### src/rtl/mem_port_arbiter.sv
// Shares one multi-cycle memory port between instruction fetch and load/store.
// Data has fixed priority, bounded by a burst limit so a pending fetch is never starved.
module mem_port_arbiter #(
    parameter int TIMEOUT     = 16,
    parameter int MAX_D_BURST = 4
) (
    input  logic        clk,
    input  logic        rst,
    input  logic        i_req,
    input  logic [31:0] i_addr,
    output logic        i_ack,
    output logic [31:0] i_rdata,
    input  logic        d_req,
    input  logic        d_we,
    input  logic [2:0]  d_size,
    input  logic [31:0] d_addr,
    input  logic [31:0] d_wdata,
    output logic        d_ack,
    output logic [31:0] d_rdata,
    output logic        err,
    output logic        busy,
    output logic        mem_req,
    output logic        mem_we,
    output logic [2:0]  mem_size,
    output logic [31:0] mem_addr,
    output logic [31:0] mem_wdata,
    input  logic        mem_ready,
    input  logic        mem_valid,
    input  logic [31:0] mem_rdata
);

    localparam int TW = $clog2(TIMEOUT);
    localparam int BW = $clog2(MAX_D_BURST + 1);
    localparam logic [TW-1:0] TMO_LAST  = TW'(TIMEOUT - 1);
    localparam logic [BW-1:0] BURST_MAX = BW'(MAX_D_BURST);

    typedef enum logic [1:0] {IDLE, ISSUE, WAIT, RESP} state_e;

    state_e        state_q, state_d;
    logic          owner_d_q, owner_d_d;
    logic [BW-1:0] burst_q, burst_d;
    logic [TW-1:0] tmo_q, tmo_d;
    logic          mem_we_q, mem_we_d;
    logic [2:0]    mem_size_q, mem_size_d;
    logic [31:0]   mem_addr_q, mem_addr_d;
    logic [31:0]   mem_wdata_q, mem_wdata_d;
    logic [31:0]   i_rdata_q, i_rdata_d;
    logic [31:0]   d_rdata_q, d_rdata_d;
    logic          err_q, err_d;
    logic          grant_d;
    logic          tmo_expire;

    assign grant_d = d_req && !(i_req && (burst_q == BURST_MAX));

    // A response arriving in the final allowed cycle still wins over the timeout.
    assign tmo_expire = ((state_q == ISSUE) || (state_q == WAIT && !mem_valid))
                        && (tmo_q == TMO_LAST);

    always_comb begin
        state_d     = state_q;
        owner_d_d   = owner_d_q;
        burst_d     = burst_q;
        tmo_d       = tmo_q;
        mem_we_d    = mem_we_q;
        mem_size_d  = mem_size_q;
        mem_addr_d  = mem_addr_q;
        mem_wdata_d = mem_wdata_q;
        i_rdata_d   = i_rdata_q;
        d_rdata_d   = d_rdata_q;
        err_d       = err_q;

        if (tmo_expire) begin
            state_d = RESP;
            err_d   = 1'b1;
            if (owner_d_q) d_rdata_d = '0;
            else           i_rdata_d = '0;
        end else begin
            case (state_q)
                IDLE: begin
                    if (i_req || d_req) begin
                        state_d   = ISSUE;
                        tmo_d     = '0;
                        owner_d_d = grant_d;
                        if (grant_d) begin
                            mem_we_d    = d_we;
                            mem_size_d  = d_size;
                            mem_addr_d  = d_addr;
                            mem_wdata_d = d_wdata;
                            if (!i_req)                   burst_d = '0;
                            else if (burst_q != BURST_MAX) burst_d = burst_q + 1'b1;
                        end else begin
                            mem_we_d    = 1'b0;
                            mem_size_d  = 3'b010;
                            mem_addr_d  = i_addr;
                            mem_wdata_d = '0;
                            burst_d     = '0;
                        end
                    end
                end
                ISSUE: begin
                    tmo_d = tmo_q + 1'b1;
                    if (mem_ready) state_d = WAIT;
                end
                WAIT: begin
                    tmo_d = tmo_q + 1'b1;
                    if (mem_valid) begin
                        state_d = RESP;
                        err_d   = 1'b0;
                        if (owner_d_q) d_rdata_d = mem_rdata;
                        else           i_rdata_d = mem_rdata;
                    end
                end
                RESP:    state_d = IDLE;
                default: state_d = IDLE;
            endcase
        end
    end

    always_ff @(posedge clk) begin
        if (rst) begin
            state_q     <= IDLE;
            owner_d_q   <= 1'b0;
            burst_q     <= '0;
            tmo_q       <= '0;
            mem_we_q    <= 1'b0;
            mem_size_q  <= '0;
            mem_addr_q  <= '0;
            mem_wdata_q <= '0;
            i_rdata_q   <= '0;
            d_rdata_q   <= '0;
            err_q       <= 1'b0;
        end else begin
            state_q     <= state_d;
            owner_d_q   <= owner_d_d;
            burst_q     <= burst_d;
            tmo_q       <= tmo_d;
            mem_we_q    <= mem_we_d;
            mem_size_q  <= mem_size_d;
            mem_addr_q  <= mem_addr_d;
            mem_wdata_q <= mem_wdata_d;
            i_rdata_q   <= i_rdata_d;
            d_rdata_q   <= d_rdata_d;
            err_q       <= err_d;
        end
    end

    assign mem_req   = (state_q == ISSUE);
    assign busy      = (state_q != IDLE);
    assign i_ack     = (state_q == RESP) && !owner_d_q;
    assign d_ack     = (state_q == RESP) && owner_d_q;
    assign mem_we    = mem_we_q;
    assign mem_size  = mem_size_q;
    assign mem_addr  = mem_addr_q;
    assign mem_wdata = mem_wdata_q;
    assign i_rdata   = i_rdata_q;
    assign d_rdata   = d_rdata_q;
    assign err       = err_q;

endmodule

### config.mk
export PLATFORM = sky130hd
export DESIGN_NAME = mem_port_arbiter
export DESIGN_NICKNAME = d
export VERILOG_FILES = /design/src/rtl/mem_port_arbiter.sv
export SDC_FILE = /design/constraint.sdc
export NUM_CORES = 1
export LEC_CHECK = 0
export CAP_MARGIN = 10
export CORE_ASPECT_RATIO = 1.2
export CORE_MARGIN = 1
export CORE_UTILIZATION = 46
export CTS_CLUSTER_DIAMETER = 120
export DETAILED_ROUTE_END_ITERATION = 12
export DONT_BUFFER_PORTS = 1
export PLACE_DENSITY = 0.68
export SLEW_MARGIN = 0
export SYNTH_ARGS = -nofsm -noshare
export SYNTH_HDL_FRONTEND = slang
export SYNTH_SLANG_ARGS = --single-unit
### constraint.sdc
create_clock -name clk -period 2.7 [get_ports clk]
set_input_delay 0 -clock clk [delete_from_list [all_inputs] [get_ports clk]]
set_output_delay 0 -clock clk [all_outputs]
set_load 0.02 [all_outputs]
Word-level counts from Yosys, hierarchy flattened
Index checks and enable logic that the tools add are counted.
{ "classes": {"add_sub_neg": 2, "eq_ne": 15, "n_mux": 27, "bitwise_logic": 1, "reduce_logical": 24} }
{ "op_table": {"columns": ["cell", "count"], "rows": [
  ["two-way mux 32 bit", 12],
  ["two-way mux 3 bit", 4],
  ["AND reduction 4 bit", 3],
  ["inequality test 2 bit, second input constant", 5],
  ["inequality test 3 bit, second input constant", 3],
  ["AND reduction 3 bit", 3],
  ["two-way mux 2 bit", 4],
  ["case mux 2 bit (4 select lines)", 1],
  ["case mux 4 bit (2 select lines)", 1],
  ["nonzero test 2 bit", 4],
  ["logical AND 1 bit", 6],
  ["adder 4 x 1 -> 4 bit, second input constant", 1],
  ["equality test 2 bit, second input constant", 2],
  ["equality test 4 bit, second input constant", 1],
  ["two-way mux 1 bit", 4],
  ["two-way mux 4 bit", 1],
  ["adder 3 x 1 -> 3 bit, second input constant", 1],
  ["equality test 3 bit, second input constant", 1],
  ["zero test 1 bit", 3],
  ["inequality test 3 x 1 -> 1 bit, second input constant", 1],
  ["inequality test 3 x 2 -> 1 bit, second input constant", 1],
  ["equality test 2 x 1 -> 1 bit, second input constant", 1],
  ["zero test 2 bit", 1],
  ["logical OR 1 bit", 2],
  ["3 further kinds", 3]
]} }
{ "totals": {"regBits": 143, "inputBits": 138, "output_inout_bits": 137, "wordCells": 80} }

Logic depth before layout (Yosys ltp)
Gate-level depths: netlist (run 1).
{ "depth": {"word_depth": 6, "ltp_mapped": 9, "ltp_nobuf": 6} }

Least setup slack after synthesis (run 1)
OpenSTA, ideal clock, no wires.
{ "synth_timing": {"path_kind": "reg-to-reg", "from": "register state_q[1]", "to": "register d_rdata_q[10], in the netlist d_rdata[10]", "setup_ps": 72, "arrival_time_ps": 1788, "t_required_ps": 2628, "setup_slack_ps": 840, "path_stages_with_launch": 8, "n_path_buf": 2, "synth_period_minus_slack_ps": 1860, "cell_sequence": "dfxtp_1 inv_1 ha_1 o2111a_1 buf_6 o21ai_4 buf_12 mux2i_1"} }
{ "synth_via": {"word_cells_on_any_way": 11, "classes_between": "4 x eq/ne; 1 x mux; 6 x reduce/logical"} }
{ "synth_lines": {"columns": ["element", "line", "source"], "rows": [
  ["start: declaration", "39", "state_e state_q, state_d;"],
  ["start signal: assignment", "133", "state_q <= state_d;"],
  ["equality test 2 x 1 -> 1 bit (*)", null, null],
  ["via mem_req", "22", "output logic mem_req,"],
  ["logical OR 1 bit (*)", "56", "assign tmo_expire = ((state_q == ISSUE) || (state_q == WAIT && !mem_valid))"],
  ["logical AND 1 bit (*)", "57", "&& (tmo_q == TMO_LAST);"],
  ["inequality test 2 bit (no source line) or nonzero test 2 bit (tied branches)", null, null],
  ["AND reduction 4 bit (no source line)", null, null],
  ["end signal: assignment", "142", "d_rdata_q <= d_rdata_d;"],
  ["end: declaration", "48", "logic [31:0] d_rdata_q, d_rdata_d;"]
]} }
Mark *: on every way through the listed nets, which the timed path passes. The rest lies on a longest branch.
A chain may end at the register's enable or synchronous reset.

Final worst setup path (run 1)
{ "layout_timing": {"from": "register state_q[0]", "to": "register tmo_q[1]"} }
{ "layout_via": {"elab_chain_len": 6, "word_cells_on_any_way": 12, "classes_between": "3 x eq/ne; 1 x mux; 1 x bitwise; 7 x reduce/logical"} }
{ "layout_lines": {"columns": ["element", "line", "source"], "rows": [
  ["equality test 2 bit", "56, 78", null],
  ["logical AND 1 bit", "56", null],
  ["logical OR 1 bit", "56", null],
  ["logical AND 1 bit", "57", null],
  ["inverter 1 bit (no source line)", null, null],
  ["AND reduction 3 bit (no source line)", null, null],
  ["end signal: assignment", "136", "tmo_q <= tmo_d;"],
  ["end: declaration", "42", "logic [TW-1:0] tmo_q, tmo_d;"]
]} }
Several ways; a longest one is shown, not always the timed one.

==> run_results.csv, run 1 <==
group,metric,value,unit
route,dr_total_vias,5693,
sta,final_hold_viol_count,0,
pwr,power_density,880.6,mW/mm^2
route,drt_wl_total,18440,um
critical_path,worstPathMaxFanout,5,
outcome,status,"completed",
placed_design,placed_cell_area,0.006037,mm^2
route,drt_first_pass_iters,5,
synthesis,syn_area,0.006027,mm^2
final_layout,drive_gt1_share,6.884,%
clocking,root_buffer,"clkbuf_16",
global_routing,grt.total_usage,26.35,%
final_layout,stdcell_count,963,
floorplan,core,0.01272,mm^2
final_layout,post-route-cell-area,0.008125,mm^2
global_routing,grt_max_degree,84,
sta,rsz0062_at_grt,"false",
final_layout,area_delta_synth_final,34.81,%
floorplan,num_rows,45,
global_routing,antenna_found_initial,0,
global_routing,grt_pass1_vias,5588,
placed_design,placed_cells,786,
global_routing,grt_pass1_wl,28230,um
sta,tns,0,ps
floorplan,die_h,127.4,um
sta,finalCriticalPeriod,2579,ps
critical_path,critPathKind,"reg -> reg",
sta,fmax,0.3877,GHz
placed_design,hpwl,10380,um
clocking,clk_latency,410,ps
clocking,cts_tree,"built",
floorplan,die_area,0.01357,mm^2
hold_path,hp-class,"in -> reg",
synthesis,ys_warn_count,0,
critical_path,r2r_slack,120,ps
clocking,max-clock-path-buffers,2,
route,via_per_inst,5.912,
sta,skew,7.372,ps
clocking,path_clk_slew,60,ps
critical_path,startpoint_type,"flip-flop",
placed_design,portBuffers,0,
floorplan,top_level_ports,275,
route,drtAntennaViolNets,0,
final_layout,num_antenna_cells,0,
sta,finalCritPeriodShare,95.52,%
route,wl_per_cell,19.15,um
sta,tightest_slew,1105,ps
clocking,cts_buffers,17,
floorplan,die_w,106.5,um
sta,slew_violations,0,
job,drv_cap,0,
synthesis,synth_cells,678,
critical_path,crit_required,2990,ps
pwr,power_leakage,3.235,nW
route,first_iter_violations,398,
pwr,total_power,0.007155,W
sta,slew_headroom,26.20,%
pwr,peakVddDrop,541.3,uV
clocking,ctsHtreeMaxLevel,4,
synthesis,ys_types,38,
synthesis,synth_seq_cells,143,
floorplan,initial_core_util,47.36,%
clocking,clock_sinks,143,
global_routing,overflow,0,
route,drc,0,
synthesis,synth-seq-area-share,47.50,%
synthesis,synth_area_per_cell,8.889,um^2
final_layout,fin_nets,932,
placed_design,globalplace.congestion,0.7320,
synthesis,syn_nets,824,
critical_path,cp-end-kind,"flip-flop",
sta,setup_viol,0,
critical_path,crit_arrival,2870,ps
[synthesized netlist by cell type]
cell type / number / area share (%)
a21o_1: 1 / 0.12
a21oi_1: 78 / 6.5
a221oi_1: 1 / 0.15
a311oi_1: 32 / 4.7
a41o_1: 1 / 0.17
and2_1: 2 / 0.21
and3_1: 1 / 0.10
and4b_1: 1 / 0.17
buf_12: 3 / 1.0
buf_2: 19 / 1.6
buf_4: 1 / 0.12
buf_6: 3 / 0.56
clkbuf_1: 40 / 2.5
clkbuf_2: 1 / 0.083
dfxtp_1: 143 / 47
ha_1: 8 / 1.7
inv_1: 8 / 0.50
inv_2: 1 / 0.062
mux2_2: 1 / 0.19
mux2i_1: 65 / 11
nand2_1: 132 / 8.2
nand3_1: 35 / 2.9
nand4_1: 38 / 3.9
nor2_1: 5 / 0.31
nor2_2: 1 / 0.10
nor2b_1: 1 / 0.10
nor2b_4: 1 / 0.23
nor3_1: 1 / 0.083
nor4_1: 1 / 0.10
o2111a_1: 1 / 0.19
o2111ai_4: 1 / 0.44
o21ai_0: 40 / 3.3
o21ai_1: 1 / 0.083
o21ai_4: 1 / 0.27
o311a_1: 1 / 0.17
o31ai_1: 4 / 0.50
or3_1: 3 / 0.31
or3b_2: 1 / 0.15
[flip-flops by register name, indices dropped and copies added, names as in the netlist]
register   cells
mem_wdata     32
owner_d_q      1
err            1
burst_q        3
mem_we         1
d_rdata       32
i_rdata       32
state_q        2
mem_addr      32
mem_size       3
tmo_q          4
[per-layer routing]
layer	vias to the layer above	track usage, %	share of wire [%]
li1	2634	-	-
met1	2669	28.92	37
met2	349	47.10	50
met3	41	8.622	10
met4	0	9.831	2.1
met5	-	0	0
[where the power goes]
part	switching, W	internal, W
Sequential	0.000641	0.00245
Combinational	0.000973	0.000672
Clock	0.000903	0.00151
[kinds of logic (layout without fill, tap and decap cells)]
logic type / after synthesis / in the layout / synth area share, %
DFF: 143 / 143 / 47.50
adders and majority gates: 8 / 8 / 1.661
and+or+nand+nor: 223 / 223 / 16.94
muxes: 66 / 66 / 10.98
buffers and inverters: 76 / 197 / 6.394
AOI/OAI and AO/OA: 162 / 162 / 16.52
[worst paths after layout]
check	depth (start not counted)	startpoint	to
max	7	state_q[0]	tmo_q[1]
min	3	i_req	burst_q[2]
max reg2reg	7	state_q[0]	tmo_q[1]
min reg2reg	2	burst_q[0]	burst_q[0]
[layout make-up]
type,count,area [um^2]
fill,957,4599
sequential,143,2863
multi-input combinational,459,2806
timing repair buffer,156,1602
clock buffer,21,460.4
tap,164,205.2
clock inverter,11,155.1
inverter,9,33.78
[layout by cell type, fill, tap and decap left out, types with 2 or more instances in the layout]
cell type and n:
clkinvlp_4 4, or3_1 3, clkbuf_1 2, clkbuf_8 2
inv_1 8, nand2_1 132, o21ai_0 40, buf_4 7
nand3_1 35, bufinv_16 3, ha_1 7, o31ai_1 4
nand4_1 38, dfxtp_1 143, clkinv_4 2, a21oi_1 77
dlygate4sd3_1 144, mux2i_1 65, buf_12 4, a311oi_1 32
clkbuf_16 17, inv_6 2, nor2_1 4
[per-stage QoR]
stage | hold WS [ps] | setup WS, ps | util, %
after floorplan | 154.3 | 840.3 | -
after global placement | 84.32 | 427.8 | 47.44
after detailed placement | 87.05 | 340.4 | 47.44
after CTS | 4.690 | 122.1 | 63.82
after global routing | 47.38 | 17.20 | 63.85
final | 23.00 | 121.0 | 63.85
[critical path, stage by stage (launching register included)]
cell           delay (ps)
dfxtp_1               330
inv_1                 120
ha_2                  250
or3b_2                470
dlygate4sd3_1         580
nand4_1                90
a21oi_1                70
dlygate4sd3_1         560
[repair_timing]
action	CTS	global route
endpoints found under the setup margin	0	4
setup buffers	0	0
hold buffers	145	0
hold endpoints to repair	140	0
resized for setup	0	2
No activity file was read; power rests on OpenSTA's default activity.
==> run 2: changes to the inputs <==
PLACE_DENSITY = 0.7   (was 0.68)
clock period = 2.3 ns   (was 2.7 ns; I/O delays follow)
==> run_results.csv, run 2 (synthesized netlist as in run 1, its figures left out) <==
group,metric,value,unit
floorplan,die_area,0.01357,mm^2
critical_path,critPathKind,"reg -> reg",
critical_path,worstPathMaxFanout,13,
placed_design,hpwl,11050,um
final_layout,final_core_util,63.91,%
route,drt_wl_total,19380,um
sta,setup_viol,0,
critical_path,r2r_cells,7,
clocking,cts_buffers,17,
sta,skew,13.48,ps
final_layout,layout_common_cells,"dfxtp_1 (143), dlygate4sd3_1 (136), nand2_1 (132)",
route,via_per_inst,6.016,
pwr,switching_power,0.003080,W
global_routing,grt_pass1_wl,29920,um
pwr,power_frac_comb,23.8,%
critical_path,crit_start,"state_q[0]",
final_layout,layout_commonest_cell,"dfxtp_1",
route,drt_first_pass_iters,6,
sta,slew_violations,0,
critical_path,worstReg2RegStart,"state_q[0]",
clocking,cts_tree,"built",
final_layout,fin_nets,933,
global_routing,grt_max_degree,83,
pwr,power_leakage,3.239,nW
global_routing,met2_usage,47.82,%
sta,rsz0062_at_grt,"false",
global_routing,grt.total_usage,27.90,%
clocking,clock_sinks,143,
route,drtAntennaViolNets,0,
route,first_iter_violations,583,
floorplan,core,0.01272,mm^2
critical_path,r2r_slack,170,ps
pwr,intPower,0.005288,W
global_routing,busiest_layer,"met2",
global_routing,antenna_found_initial,0,
route,dr_total_vias,5799,
pwr,p_sw_share,36.80,%
sta,finalCritPeriodShare,92.60,%
placed_design,portBuffers,0,
critical_path,critPathCapture,"i_rdata[24]",
critical_path,startpoint_type,"flip-flop",
pwr,seqPwrFrac,43.5,%
global_routing,gr-usage-met1,32.84,%
critical_path,cp-end-kind,"flip-flop",
floorplan,initial_core_util,47.36,%
sta,tns,0,ps
critical_path,crit_required,2640,ps
route,wl_per_cell,20.10,um
floorplan,die_w,106.5,um
clocking,path_clk_slew,60,ps
global_routing,met3_usage,7.704,%
critical_path,timing.rr.end,"i_rdata[24]",
hold_path,hp-class,"in -> reg",
clocking,ctsHtreeMaxLevel,4,
sta,tightest_slew,635.3,ps
job,drv_cap,0,
floorplan,top_level_ports,275,
route,drc,0,
clocking,clk_latency,410,ps
pwr,peakVddDrop,501.4,uV
critical_path,crit_arrival,2470,ps
final_layout,drive_gt1_share,8.125,%
final_layout,num_antenna_cells,0,
global_routing,overflow,0,
sta,fmax,0.4695,GHz
pwr,p_clk_share,32.7,%
floorplan,die_h,127.4,um
sta,final_hold_viol_count,0,
floorplan,num_rows,45,
pwr,power_density,1029,mW/mm^2
clocking,root_buffer,"clkbuf_16",
sta,slew_headroom,57.20,%
outcome,status,"completed",
global_routing,grt_pass1_vias,5718,
placed_design,globalplace.congestion,0.8248,
final_layout,area_delta_synth_final,34.94,%
sta,finalCriticalPeriod,2130,ps
clocking,max-clock-path-buffers,2,
==> run 2: how the worst min path moves through the flow <==
stage              start            to  slack [ps]  cells after the start
2_1_floorplan  d_size[0]   mem_size[0]         150                      2
3_5_place_dp         rst    burst_q[1]          90                      1
3_3_place_gp         rst  mem_addr[30]          90                      1
4_1_cts        mem_ready    state_q[1]          20                      4
5_1_grt        mem_ready    state_q[1]          60                      4
6_report       mem_ready    state_q[1]          30                      4
==> run 2: power by group through the flow <==
| stage | Clock, W | Combinational [W] | Sequential [W] |
|---|---|---|---|
| after floorplan | 0 | 0.00135 | 0.00356 |
| after global placement | 0 | 0.00163 | 0.00366 |
| after detailed placement | 0 | 0.00172 | 0.00366 |
| after CTS | 0.00276 | 0.00193 | 0.00362 |
| after global routing | 0.00288 | 0.00216 | 0.00367 |
| final | 0.00273 | 0.00199 | 0.00364 |
==> run 2: per-stage QoR <==
stage	setup slack, ps	cell area (um^2)	instances	hold slack [ps]	power [W]
final	170.2	8133	964	33.78	0.008368
after detailed placement	24.73	6115	793	94.37	0.005380
after floorplan	440.3	6027	678	154.3	0.004914
after global placement	140.2	6115	793	90.43	0.005286
after CTS	32.44	8102	963	19.92	0.008318
after global routing	62.75	8133	964	55.93	0.008721
==> run 2: what timing repair did <==
item | CTS | global route
resized for setup | 0 | 6
setup endpoints to repair | 4 | 54
endpoints found under the hold margin | 143 | 0
hold buffers | 137 | 0
cloned | 1 | 0
setup buffers | 0 | 1
pin swaps | 1 | 1
==> run 2: critical path, cell delays in order, from the launching register on <==
cell and delay, ps:
dfxtp_1 340, inv_1 120, ha_1 210, nor2b_4 220, o2111ai_4 180, buf_4 200
a21oi_4 530, mux2i_1 260
==> run 2: final cells by class <==
cell class / count / area [um^2]
fillers: 951 / 4592
flip-flops and latches: 143 / 2863
multi-input cells: 460 / 2820
repair buffers: 156 / 1622
clock buffers: 20 / 466.7
well taps: 164 / 205.2
clock inverters: 12 / 122.6
inverters: 9 / 33.78
==> run 2: per-layer routing <==
| metal | up-vias | share of wire [%] |
|---|---|---|
| met5 | - | 0 |
| li1 | 2636 | - |
| met3 | 43 | 9.5 |
| met1 | 2728 | 39 |
| met4 | 0 | 2.1 |
| met2 | 392 | 49 |
==> run 3: changes to the inputs <==
CTS_BUF_LIST = sky130_fd_sc_hd__clkbuf_2   (was default)
clock period = 1.7 ns   (was 2.3 ns; I/O delays follow)
==> run_results.csv, run 3 <==
group,metric,value,unit
outcome,status,"aborted with a tool error",
outcome,lastStage,"clock tree synthesis (4_1_cts)",
outcome,error_line,"[ERROR RSZ-0060] Max buffer count reached.",
synthesis,synth_seq_cells,143,
synthesis,synth_area_per_cell,8.889,um^2
synthesis,synthFlopType,"dfxtp_1",
placed_design,placed_cell_area,0.006417,mm^2
clocking,ctsHtreeMaxLevel,4,
clocking,cts_setup_buffers,15,
clocking,max-clock-path-buffers,2,
floorplan,die_w,106.5,um
synthesis,syn_area,0.006027,mm^2
synthesis,synth-seq-area-share,47.50,%
clocking,clock_sinks,143,
clocking,cts_hold_buffers,176,
placed_design,portBuffers,0,
synthesis,ys_warn_count,0,
synthesis,syn_nets,824,
synthesis,yosysMostFrequentCell,"dfxtp_1",
floorplan,die_h,127.4,um
synthesis,synth_cells,678,
floorplan,top_level_ports,275,
floorplan,num_rows,45,
clocking,ctsResizeCount,43,
synthesis,yosys-top-cells-count,"dfxtp_1 (143), nand2_1 (132), a21oi_1 (78)",
synthesis,synth_edf_count,0,
placed_design,globalplace.congestion,0.7572,
clocking,cts_buffers,17,
placed_design,hpwl,10950,um
floorplan,initial_core_util,47.36,%
synthesis,netlist_top_cells_area,"dfxtp_1 (47%), mux2i_1 (11%), nand2_1 (8.2%), a21oi_1 (6.5%), a311oi_1 (4.7%)",
synthesis,synthArstFlopShare,0,%
clocking,root_buffer,"clkbuf_2",
synthesis,ys_types,38,
synthesis,synth_top_area_share,47.50,%
synthesis,synth_top_area_cell,"dfxtp_1",
-- run 3: cell counts after synthesis --
No cell type changed its count.
-- run 3: cells by family after synthesis --
family | Yosys count | share of synthesized area (%)
simple gates | 223 | 16.94
compound gates | 162 | 16.52
flops | 143 | 47.50
buf+inv | 76 | 6.394
mux | 66 | 10.98
fa+ha+maj | 8 | 1.661
-- run 3: through the flow --
step / worst slack [ps] / std cells
2_1_floorplan: -53.87 / 678
3_3_place_gp: -82.94 / 818
3_5_place_dp: -184.1 / 818
==> run 4: changes to the inputs <==
CORE_ASPECT_RATIO = default   (was 1.2)
CORE_UTILIZATION = 31   (was 46)
CTS_BUF_LIST = default   (was sky130_fd_sc_hd__clkbuf_2)
CTS_CLUSTER_DIAMETER = default   (was 120)
PLACE_DENSITY = default   (was 0.7)
PLACE_DENSITY_LB_ADDON = 0.15   (was default)
clock period = 2.21 ns   (was 1.7 ns; I/O delays follow)
==> run_results.csv, run 4 (synthesized netlist as in run 1, its figures left out) <==
group,metric,value,unit
critical_path,critPathKind,"reg -> reg",
clocking,cts_tree,"built",
route,drt_first_pass_iters,5,
critical_path,cp-end-kind,"flip-flop",
global_routing,antenna_found_initial,0,
sta,slew_violations,0,
final_layout,final_core_util,44.19,%
pwr,power_density,1069,mW/mm^2
route,dr_total_vias,5611,
pwr,power_leakage,3.292,nW
final_layout,layout_commonest_cell,"dfxtp_1",
global_routing,grt_pass1_wl,30150,um
critical_path,worst_path_largest_cell_delay,390,ps
job,drv_cap,0,
hold_path,hp-class,"in -> reg",
sta,setup_viol,0,
final_layout,drive_gt1_share,8.798,%
sta,final_hold_viol_count,0,
floorplan,die_h,141.4,um
sta,skew,8.716,ps
route,first_iter_violations,180,
floorplan,die_w,141.4,um
final_layout,num_antenna_cells,0,
critical_path,crit_buf_inv,3,
floorplan,top_level_ports,275,
global_routing,grt_pass1_vias,5634,
sta,finalCriticalPeriod,2093,ps
critical_path,cp_cell_sequence,"inv_1 > ha_1 > buf_4 > o2111a_2 > o21ai_4 > buf_12 > mux2i_1",
sta,slew_headroom,55.87,%
outcome,status,"completed",
floorplan,die_area,0.02000,mm^2
hold_path,worstHoldStart,"d_req",
route,drtAntennaViolNets,0,
clocking,cts_buffers,17,
critical_path,r2r_slack,120,ps
route,drc,0,
clocking,clk_latency,420,ps
final_layout,area_delta_synth_final,38.51,%
placed_design,portBuffers,0,
placed_design,globalplace.congestion,0.7215,
floorplan,num_rows,50,
pwr,peakVddDrop,489.3,uV
critical_path,crit_required,2550,ps
placed_design,placed_cell_area,0.006291,mm^2
final_layout,fin_nets,940,
critical_path,worstPathMaxFanout,32,
clocking,ctsHtreeMaxLevel,4,
hold_path,hold_depth,3,
placed_design,hpwl,12050,um
route,via_per_inst,5.259,
final_layout,stdcell_count,1067,
critical_path,crit_arrival,2430,ps
critical_path,timing.rr.end,"d_rdata[9]",
clocking,clock_sinks,143,
global_routing,grt_max_degree,78,
floorplan,initial_core_util,31.90,%
placed_design,placed_cells,892,
sta,tightest_slew,660.5,ps
critical_path,worstReg2RegStart,"state_q[1]",
clocking,root_buffer,"clkbuf_16",
pwr,total_power,0.008928,W
clocking,max-clock-path-buffers,2,
sta,fmax,0.4778,GHz
critical_path,r2r_cells,7,
hold_path,hold_end,"mem_wdata[0]",
sta,finalCritPeriodShare,94.70,%
global_routing,overflow,0,
clocking,path_clk_slew,60,ps
critical_path,cp_top_family,"compound AO/OA/AOI/OAI gates",
route,wl_per_cell,18.73,um
final_layout,post-route-cell-area,0.008348,mm^2
global_routing,grt.total_usage,19.36,%
sta,tns,0,ps
floorplan,core,0.01889,mm^2
route,drt_wl_total,19980,um
critical_path,cpMaxStageDelayCell,"dfxtp_1",
critical_path,startpoint_type,"flip-flop",
final_layout,layout_common_cells,"dfxtp_1 (143), dlygate4sd3_1 (137), nand2_1 (132)",
run 4: timing repair:
| action | 4_1_cts | 5_1_grt |
|---|---|---|
| gates cloned | 1 | 0 |
| hold endpoints to repair | 140 | 0 |
| buffers inserted | 0 | 4 |
| hold buffers | 138 | 0 |
| gates resized for setup | 0 | 2 |
| endpoints found under the setup margin | 26 | 50 |
| pin swaps | 1 | 3 |
run 4: worst max path at each step:
stage,startpoint,to,slack [ps],cells past startpoint
final,state_q[1],d_rdata[9],120,7
after CTS,state_q[0],i_rdata[21],4,6
after global routing,state_q[0],mem_addr[26],-5,8
after detailed placement,state_q[0],i_rdata[20],-70,6
after floorplan,state_q[1],d_rdata[10],350,7
after global placement,state_q[0],i_rdata[8],30,6
run 4: stage by stage:
stage	hold WS (ps)	setup WS, ps
6_report	26.18	117.0
2_1_floorplan	154.3	350.3
5_1_grt	24.19	-4.552
3_5_place_dp	77.54	-71.53
3_3_place_gp	79.61	30.21
4_1_cts	20.07	3.705
run 4: power breakdown:
part	leakage, nW	switching [W]	internal, W
combinational	1.83	0.00124	0.000931
clock	0.294	0.00121	0.00175
sequential	1.17	0.000791	0.00300
run 4: worst register-to-register path: stages, from the launching register on:
cell      delay, ps
dfxtp_1         390
inv_1           110
ha_1            240
buf_4           180
o2111a_2        370
o21ai_4         200
buf_12          250
mux2i_1         270
run 4: area by class of cell:
class	count	area, um^2
multi-input cells	460	2828
clock inverters	13	155.1
fillers	1786	10550
flip-flops and latches	143	2863
inverters	9	33.78
clock buffers	19	452.9
repair buffers	163	1690
well taps	260	325.3
run 4: routing by layer:
metal	routed length, um	up-vias	track usage [%]	share of wire (%)
met5	0	-	0	0
met4	329	0	6.961	1.6
met3	2007	23	7.526	10
met2	9770	254	33.82	49
met1	7873	2669	21.27	39
li1	-	2665	-	-
